**src/rtl/hazard_scoreboard.sv**
```systemverilog
// ---------------------------------------------------------------------------
// hazard_scoreboard
//
// Hazard unit for the 5-stage MIPS core. It keeps a shadow pipeline of
// destination-register / Tnew records for the E, M and W stages and derives
// the D-stage stall, the E-stage bubble and the forwarding-mux selects for
// the D and E stages from them.
//
// Ports:
//   clk        core clock, rising edge
//   reset_n    synchronous active-low reset, clears every record
//   rs_d/rt_d  D-stage source registers
//   tuse_rs_d  cycles until rs is needed, counted from D (3 = unused)
//   tuse_rt_d  same for rt
//   a3_d       D-stage destination register (after RegDst resolution)
//   we_d       D-stage RegWrite
//   tnew_d     D-stage Tnew as seen on E entry
//   stall      hold PC and the D register
//   bubble_e   clear the D/E register this edge (always equals stall)
//   fwd_rs_d   D-stage rs select: 0 regfile, 1 E result, 2 M result
//   fwd_rt_d   D-stage rt select: same encoding
//   fwd_rs_e   E-stage rs select: 0 E-register value, 1 M result, 2 W result
//   fwd_rt_e   E-stage rt select: same encoding
//
// All outputs are combinational from the registered records plus the
// current D-stage inputs; the records advance on every clock edge.
// ---------------------------------------------------------------------------
module hazard_scoreboard #(
    parameter int ADDR_W = 5,
    parameter int TNEW_W = 2
) (
    input  logic              clk,
    input  logic              reset_n,
    input  logic [ADDR_W-1:0] rs_d,
    input  logic [ADDR_W-1:0] rt_d,
    input  logic [TNEW_W-1:0] tuse_rs_d,
    input  logic [TNEW_W-1:0] tuse_rt_d,
    input  logic [ADDR_W-1:0] a3_d,
    input  logic              we_d,
    input  logic [TNEW_W-1:0] tnew_d,
    output logic              stall,
    output logic              bubble_e,
    output logic [1:0]        fwd_rs_d,
    output logic [1:0]        fwd_rt_d,
    output logic [1:0]        fwd_rs_e,
    output logic [1:0]        fwd_rt_e
);

    // Tuse value meaning "operand not read".
    localparam logic [TNEW_W-1:0] TUSE_NONE = '1;

    // -----------------------------------------------------------------------
    // Shadow pipeline records
    // -----------------------------------------------------------------------
    logic              e_we;
    logic [ADDR_W-1:0] e_a3;
    logic [TNEW_W-1:0] e_tnew;
    logic [ADDR_W-1:0] e_rs;
    logic [ADDR_W-1:0] e_rt;

    logic              m_we;
    logic [ADDR_W-1:0] m_a3;
    logic [TNEW_W-1:0] m_tnew;

    logic              w_we;
    logic [ADDR_W-1:0] w_a3;
    logic [TNEW_W-1:0] w_tnew;

    // Saturating decrement: a result that is already ready stays ready.
    function automatic logic [TNEW_W-1:0] sat_dec(input logic [TNEW_W-1:0] x);
        logic [TNEW_W-1:0] res;
        res = '0;
        if (x != '0) begin
            res = x - 1'b1;
        end
        return res;
    endfunction

    // A stage is a source for r only if it writes r and r is not $0.
    function automatic logic stage_match(
        input logic              we,
        input logic [ADDR_W-1:0] a3,
        input logic [ADDR_W-1:0] r
    );
        return we && (a3 == r) && (r != '0);
    endfunction

    // -----------------------------------------------------------------------
    // Match terms
    // -----------------------------------------------------------------------
    logic e_hit_rs_d, e_hit_rt_d;
    logic m_hit_rs_d, m_hit_rt_d;
    logic m_hit_rs_e, m_hit_rt_e;
    logic w_hit_rs_e, w_hit_rt_e;

    assign e_hit_rs_d = stage_match(e_we, e_a3, rs_d);
    assign e_hit_rt_d = stage_match(e_we, e_a3, rt_d);
    assign m_hit_rs_d = stage_match(m_we, m_a3, rs_d);
    assign m_hit_rt_d = stage_match(m_we, m_a3, rt_d);
    assign m_hit_rs_e = stage_match(m_we, m_a3, e_rs);
    assign m_hit_rt_e = stage_match(m_we, m_a3, e_rt);
    assign w_hit_rs_e = stage_match(w_we, w_a3, e_rs);
    assign w_hit_rt_e = stage_match(w_we, w_a3, e_rt);

    // -----------------------------------------------------------------------
    // Stall: a producer in E or M that needs more cycles than the consumer
    // can wait. W is covered by regfile write-through and never stalls.
    // -----------------------------------------------------------------------
    logic stall_rs;
    logic stall_rt;

    always_comb begin
        stall_rs = 1'b0;
        if (tuse_rs_d != TUSE_NONE) begin
            stall_rs = (e_hit_rs_d && (e_tnew > tuse_rs_d)) ||
                       (m_hit_rs_d && (m_tnew > tuse_rs_d));
        end
    end

    always_comb begin
        stall_rt = 1'b0;
        if (tuse_rt_d != TUSE_NONE) begin
            stall_rt = (e_hit_rt_d && (e_tnew > tuse_rt_d)) ||
                       (m_hit_rt_d && (m_tnew > tuse_rt_d));
        end
    end

    assign stall    = stall_rs || stall_rt;
    assign bubble_e = stall;

    // -----------------------------------------------------------------------
    // Forward selects. The newest matching stage decides; if that stage's
    // result is not ready yet the select falls back to 0 rather than to an
    // older, stale copy (the stall logic covers that case).
    // -----------------------------------------------------------------------
    always_comb begin
        fwd_rs_d = 2'd0;
        if (e_hit_rs_d) begin
            fwd_rs_d = (e_tnew == '0) ? 2'd1 : 2'd0;
        end else if (m_hit_rs_d) begin
            fwd_rs_d = (m_tnew == '0) ? 2'd2 : 2'd0;
        end
    end

    always_comb begin
        fwd_rt_d = 2'd0;
        if (e_hit_rt_d) begin
            fwd_rt_d = (e_tnew == '0) ? 2'd1 : 2'd0;
        end else if (m_hit_rt_d) begin
            fwd_rt_d = (m_tnew == '0) ? 2'd2 : 2'd0;
        end
    end

    always_comb begin
        fwd_rs_e = 2'd0;
        if (m_hit_rs_e) begin
            fwd_rs_e = (m_tnew == '0) ? 2'd1 : 2'd0;
        end else if (w_hit_rs_e) begin
            fwd_rs_e = 2'd2;
        end
    end

    always_comb begin
        fwd_rt_e = 2'd0;
        if (m_hit_rt_e) begin
            fwd_rt_e = (m_tnew == '0) ? 2'd1 : 2'd0;
        end else if (w_hit_rt_e) begin
            fwd_rt_e = 2'd2;
        end
    end

    // -----------------------------------------------------------------------
    // Record advance. A stall injects a bubble into E; M and W always shift.
    // Writes to $0 are recorded with we = 0 so they can never match.
    // -----------------------------------------------------------------------
    always_ff @(posedge clk) begin
        if (!reset_n) begin
            e_we   <= 1'b0;
            e_a3   <= '0;
            e_tnew <= '0;
            e_rs   <= '0;
            e_rt   <= '0;
            m_we   <= 1'b0;
            m_a3   <= '0;
            m_tnew <= '0;
            w_we   <= 1'b0;
            w_a3   <= '0;
            w_tnew <= '0;
        end else begin
            if (stall) begin
                e_we   <= 1'b0;
                e_a3   <= '0;
                e_tnew <= '0;
                e_rs   <= '0;
                e_rt   <= '0;
            end else begin
                e_we   <= we_d && (a3_d != '0);
                e_a3   <= a3_d;
                e_tnew <= tnew_d;
                e_rs   <= rs_d;
                e_rt   <= rt_d;
            end
            m_we   <= e_we;
            m_a3   <= e_a3;
            m_tnew <= sat_dec(e_tnew);
            w_we   <= m_we;
            w_a3   <= m_a3;
            w_tnew <= sat_dec(m_tnew);
        end
    end

endmodule

```
**config.mk**
```make
export PLATFORM = sky130hd
export DESIGN_NAME = hazard_scoreboard
export DESIGN_NICKNAME = d
export VERILOG_FILES = /design/src/rtl/hazard_scoreboard.sv
export SDC_FILE = /design/constraint.sdc
export NUM_CORES = 1
export LEC_CHECK = 0
export ABC_AREA = 1
export CORE_MARGIN = 2
export CORE_UTILIZATION = 47
export DETAILED_ROUTE_END_ITERATION = 8
export PLACE_DENSITY = 0.79
export SYNTH_ARGS = -nofsm -noshare
export SYNTH_HDL_FRONTEND = slang
export SYNTH_SLANG_ARGS = --single-unit
export TNS_END_PERCENT = 100
```
**constraint.sdc**
```tcl
create_clock -name clk -period 1.5 [get_ports clk]
set_input_delay 0.3 -clock clk [delete_from_list [all_inputs] [get_ports clk]]
set_output_delay 0.3 -clock clk [all_outputs]
set_load 0.02 [all_outputs]
```
==> results.json <==
{
  "drc_errors": 0,
  "portBuffers": 33,
  "p_leak_nw": 1.487,
  "cp_max_fo": 6,
  "timing.rr.end": "e_rs[2]",
  "grt_pass1_wl_mm": 8.183,
  "htree_levels": 2,
  "path_buf_inv": 2,
  "fin_nets": 403,
  "drive_gt1_share_pct": 41.78,
  "rsz0062_at_grt": "yes",
  "yosysSeqAreaShare_pct": 33.82,
  "seqCellArea_um2": 680.7,
  "fill_cells": 291,
  "finalNonFillerCells": 421,
  "crit_chain": "nand2_1 -> nand2_1 -> inv_1 -> nand2_2 -> nor2_4 -> nand3_1 -> nand2_1 -> nand2_2 -> nand2_2 -> buf_6",
  "fin_ws_ps": -411.4,
  "initial_core_util_pct": 48.05,
  "cts_buffer_depth": 2,
  "max_cap_viol_count": 0,
  "syn_area_um2": 1894,
  "postCtsHoldBufs": 0,
  "place_congestion": 0.9550,
  "endpoint_kind": "output pin",
  "final_common_cell": "nand2_1",
  "grt_pass1_vias": 1848,
  "grt_max_degree": 13,
  "rr_worst_depth": 12,
  "wl_per_cell_um": 13.97,
  "synth-async-reset-ratio_pct": 0,
  "die_area_um2": 4554,
  "clock-sinks": 32,
  "root_buffer": "clkbuf_8",
  "synth_cell_type_count": 27,
  "synth_edf_count": 0,
  "synthTopCellsByArea": "dfxtp_1 (34%), nand2_1 (16%), inv_1 (13%)",
  "synth_warnings": 0,
  "drv_slew": 0,
  "drt-initial-drc-count": 114,
  "groute.usage.overall_pct": 24.72,
  "period_minus_slack_ps": 1911,
  "fin_crit_sh_pct": 127.4,
  "path_depth": 10,
  "cpPeakStageDelay_ps": 380,
  "num_vias": 2140,
  "crit_family": "simple AND/OR/NAND/NOR gates",
  "avgSynthCellArea_um2": 6.465,
  "syn-num-nets": 326,
  "critPathSlowestCell": "dfxtp_4",
  "cp.arrival_ps": 1610,
  "clk_pin_slew_worst_paths_ps": 60,
  "antenna_found_initial": 0,
  "synth_top_cell_area_share_pct": 33.82,
  "overflow": 0,
  "cp.required_ps": 1200,
  "path_class": "flop to output pin",
  "row_count": 23,
  "die_y_um": 67.49,
  "rrSetupSlack_ps": -100,
  "design_area_um2": 2964,
  "hold_path_class": "input port to flop",
  "core-area_um2": 3943,
  "cts_buffers": 5,
  "skew_ps": 2.842,
  "via_per_inst": 5.083,
  "clk-insertion-delay-late_ps": 280,
  "dieWidth_um": 67.49,
  "synth-main-ff-cell": "dfxtp_1",
  "finalWirelength_mm": 5.882,
  "dp.final_hpwl_mm": 3.655,
  "final_cell_mix": "nand2_1 (73), inv_1 (48), buf_4 (41)",
  "syn_to_final_growth_pct": 56.47,
  "cp-start-kind": "flop",
  "r2r_start": "m_a3[2]",
  "final-setup-viol-count": 28,
  "n_antenna_cell": 0,
  "syn_inst": 293,
  "cts_tree": "yes",
  "worst_slew_pin_slew_ps": 530.1,
  "drt-pass1-iter-count": 4,
  "fmax_mhz": 523.2,
  "max_slew_margin_pct": 64.55,
  "peakVddDrop_mv": 0.6831,
  "hold_viol_final": 0,
  "multiInputGateArea_um2": 1270,
  "critPathCapture": "bubble_e",
  "ios": 34,
  "ant_nets": 0,
  "placed_cells": 403,
  "failed_checks": "setup timing",
  "status": "finished, violations left",
  "total_power_mw": 2.253,
  "crit_start": "m_a3[1]",
  "ys_ff_latch": 32,
  "synth_area_leader_cell": "dfxtp_1",
  "powerDensity_nw_per_um2": 760.2,
  "place_area_um2": 2506
}
==> routing by layer <==
layer | global-route usage (%) | share of wire [%]
met4 | 8.163 | 2.9
met2 | 46.57 | 54
met1 | 27.57 | 38
met3 | 4.500 | 5.4
met5 | 0 | 0
==> flip-flops by register name, summed over array words and instances (netlist names) <==
signal  flops
e_a3        5
e_rs        5
e_rt        5
m_a3        5
w_a3        5
e_tnew      2
m_tnew      2
e_we        1
m_we        1
w_we        1
==> cells in the mapped netlist, types with 3 or more instances <==
cell type  count
nor2_2         7
nor3_1         7
nand4_1        3
xnor2_1        8
xor2_1         3
nor2_1        31
nand3_1       11
inv_1         64
nand2_1       82
ha_1           9
a21oi_1       14
o211ai_1       3
dfxtp_1       32
==> power by group <==
group / switching [mW] / internal [mW] / total, mW
clock network: 0.308 / 0.492 / 0.800
registers: 0.0522 / 0.888 / 0.940
logic: 0.265 / 0.248 / 0.513
==> worst min path at each step <==
stage	from	endpoint	slack, ps	cells past startpoint
after detailed placement	e_we	m_we	420	2
final	rt_d[1]	e_rt[1]	380	4
after floorplan	e_tnew[0]	m_tnew[0]	400	1
after global routing	rt_d[1]	e_rt[1]	410	4
after CTS	e_we	m_we	420	2
after global placement	e_tnew[0]	m_tnew[0]	410	1
==> cell families (layout without fill, tap and decap cells) <==
logic type                 Yosys count  after routing  share of synthesized area [%]
DFF                                 32             32                          33.82
adders and majority gates            9              9                          5.945
AOI/OAI and AO/OA                   25             25                          7.860
and+or+nand+nor                    146            149                          32.76
buffers and inverters               70            145                          14.53
xor gates and xnor gates            11             11                          5.086
==> through the flow <==
step	hold WS [ps]	TNS, ps	worst slack, ps	util, %
3_5_place_dp	420.6	-18890	-1053	63.57
2_1_floorplan	395.9	-103.5	-103.5	-
6_report	383.1	-4409	-411.4	75.18
5_1_grt	409.6	-6338	-472.3	75.18
3_3_place_gp	412.0	-17930	-1006	63.57
4_1_cts	422.1	-2615	-330.1	70.58
==> cell type report <==
class	count	area share, %
multi-input combinational	194	42.85
sequential	32	22.96
timing repair buffer	71	19.84
inverter	66	8.611
clock buffer	6	2.448
tap	50	2.111
clock inverter	2	1.182
==> what timing repair did <==
action,in CTS,in global routing
pin swaps,27,19
setup endpoints to repair,28,28
gates cloned,1,2
resized for setup,120,55
buffers inserted,3,5
==> worst register-to-register path, cell delays in order, from the launching register on <==
cell     delay, ps
dfxtp_4        370
inv_1          120
nand2_1         80
nand2_1         60
nand2_1         60
nor2_2         120
nand3_1         80
nand2_1         90
nand2_2         60
buf_4          130
buf_8          140
nand3_4        130
nor2_1          50
No activity file was read; power rests on OpenSTA's default activity.
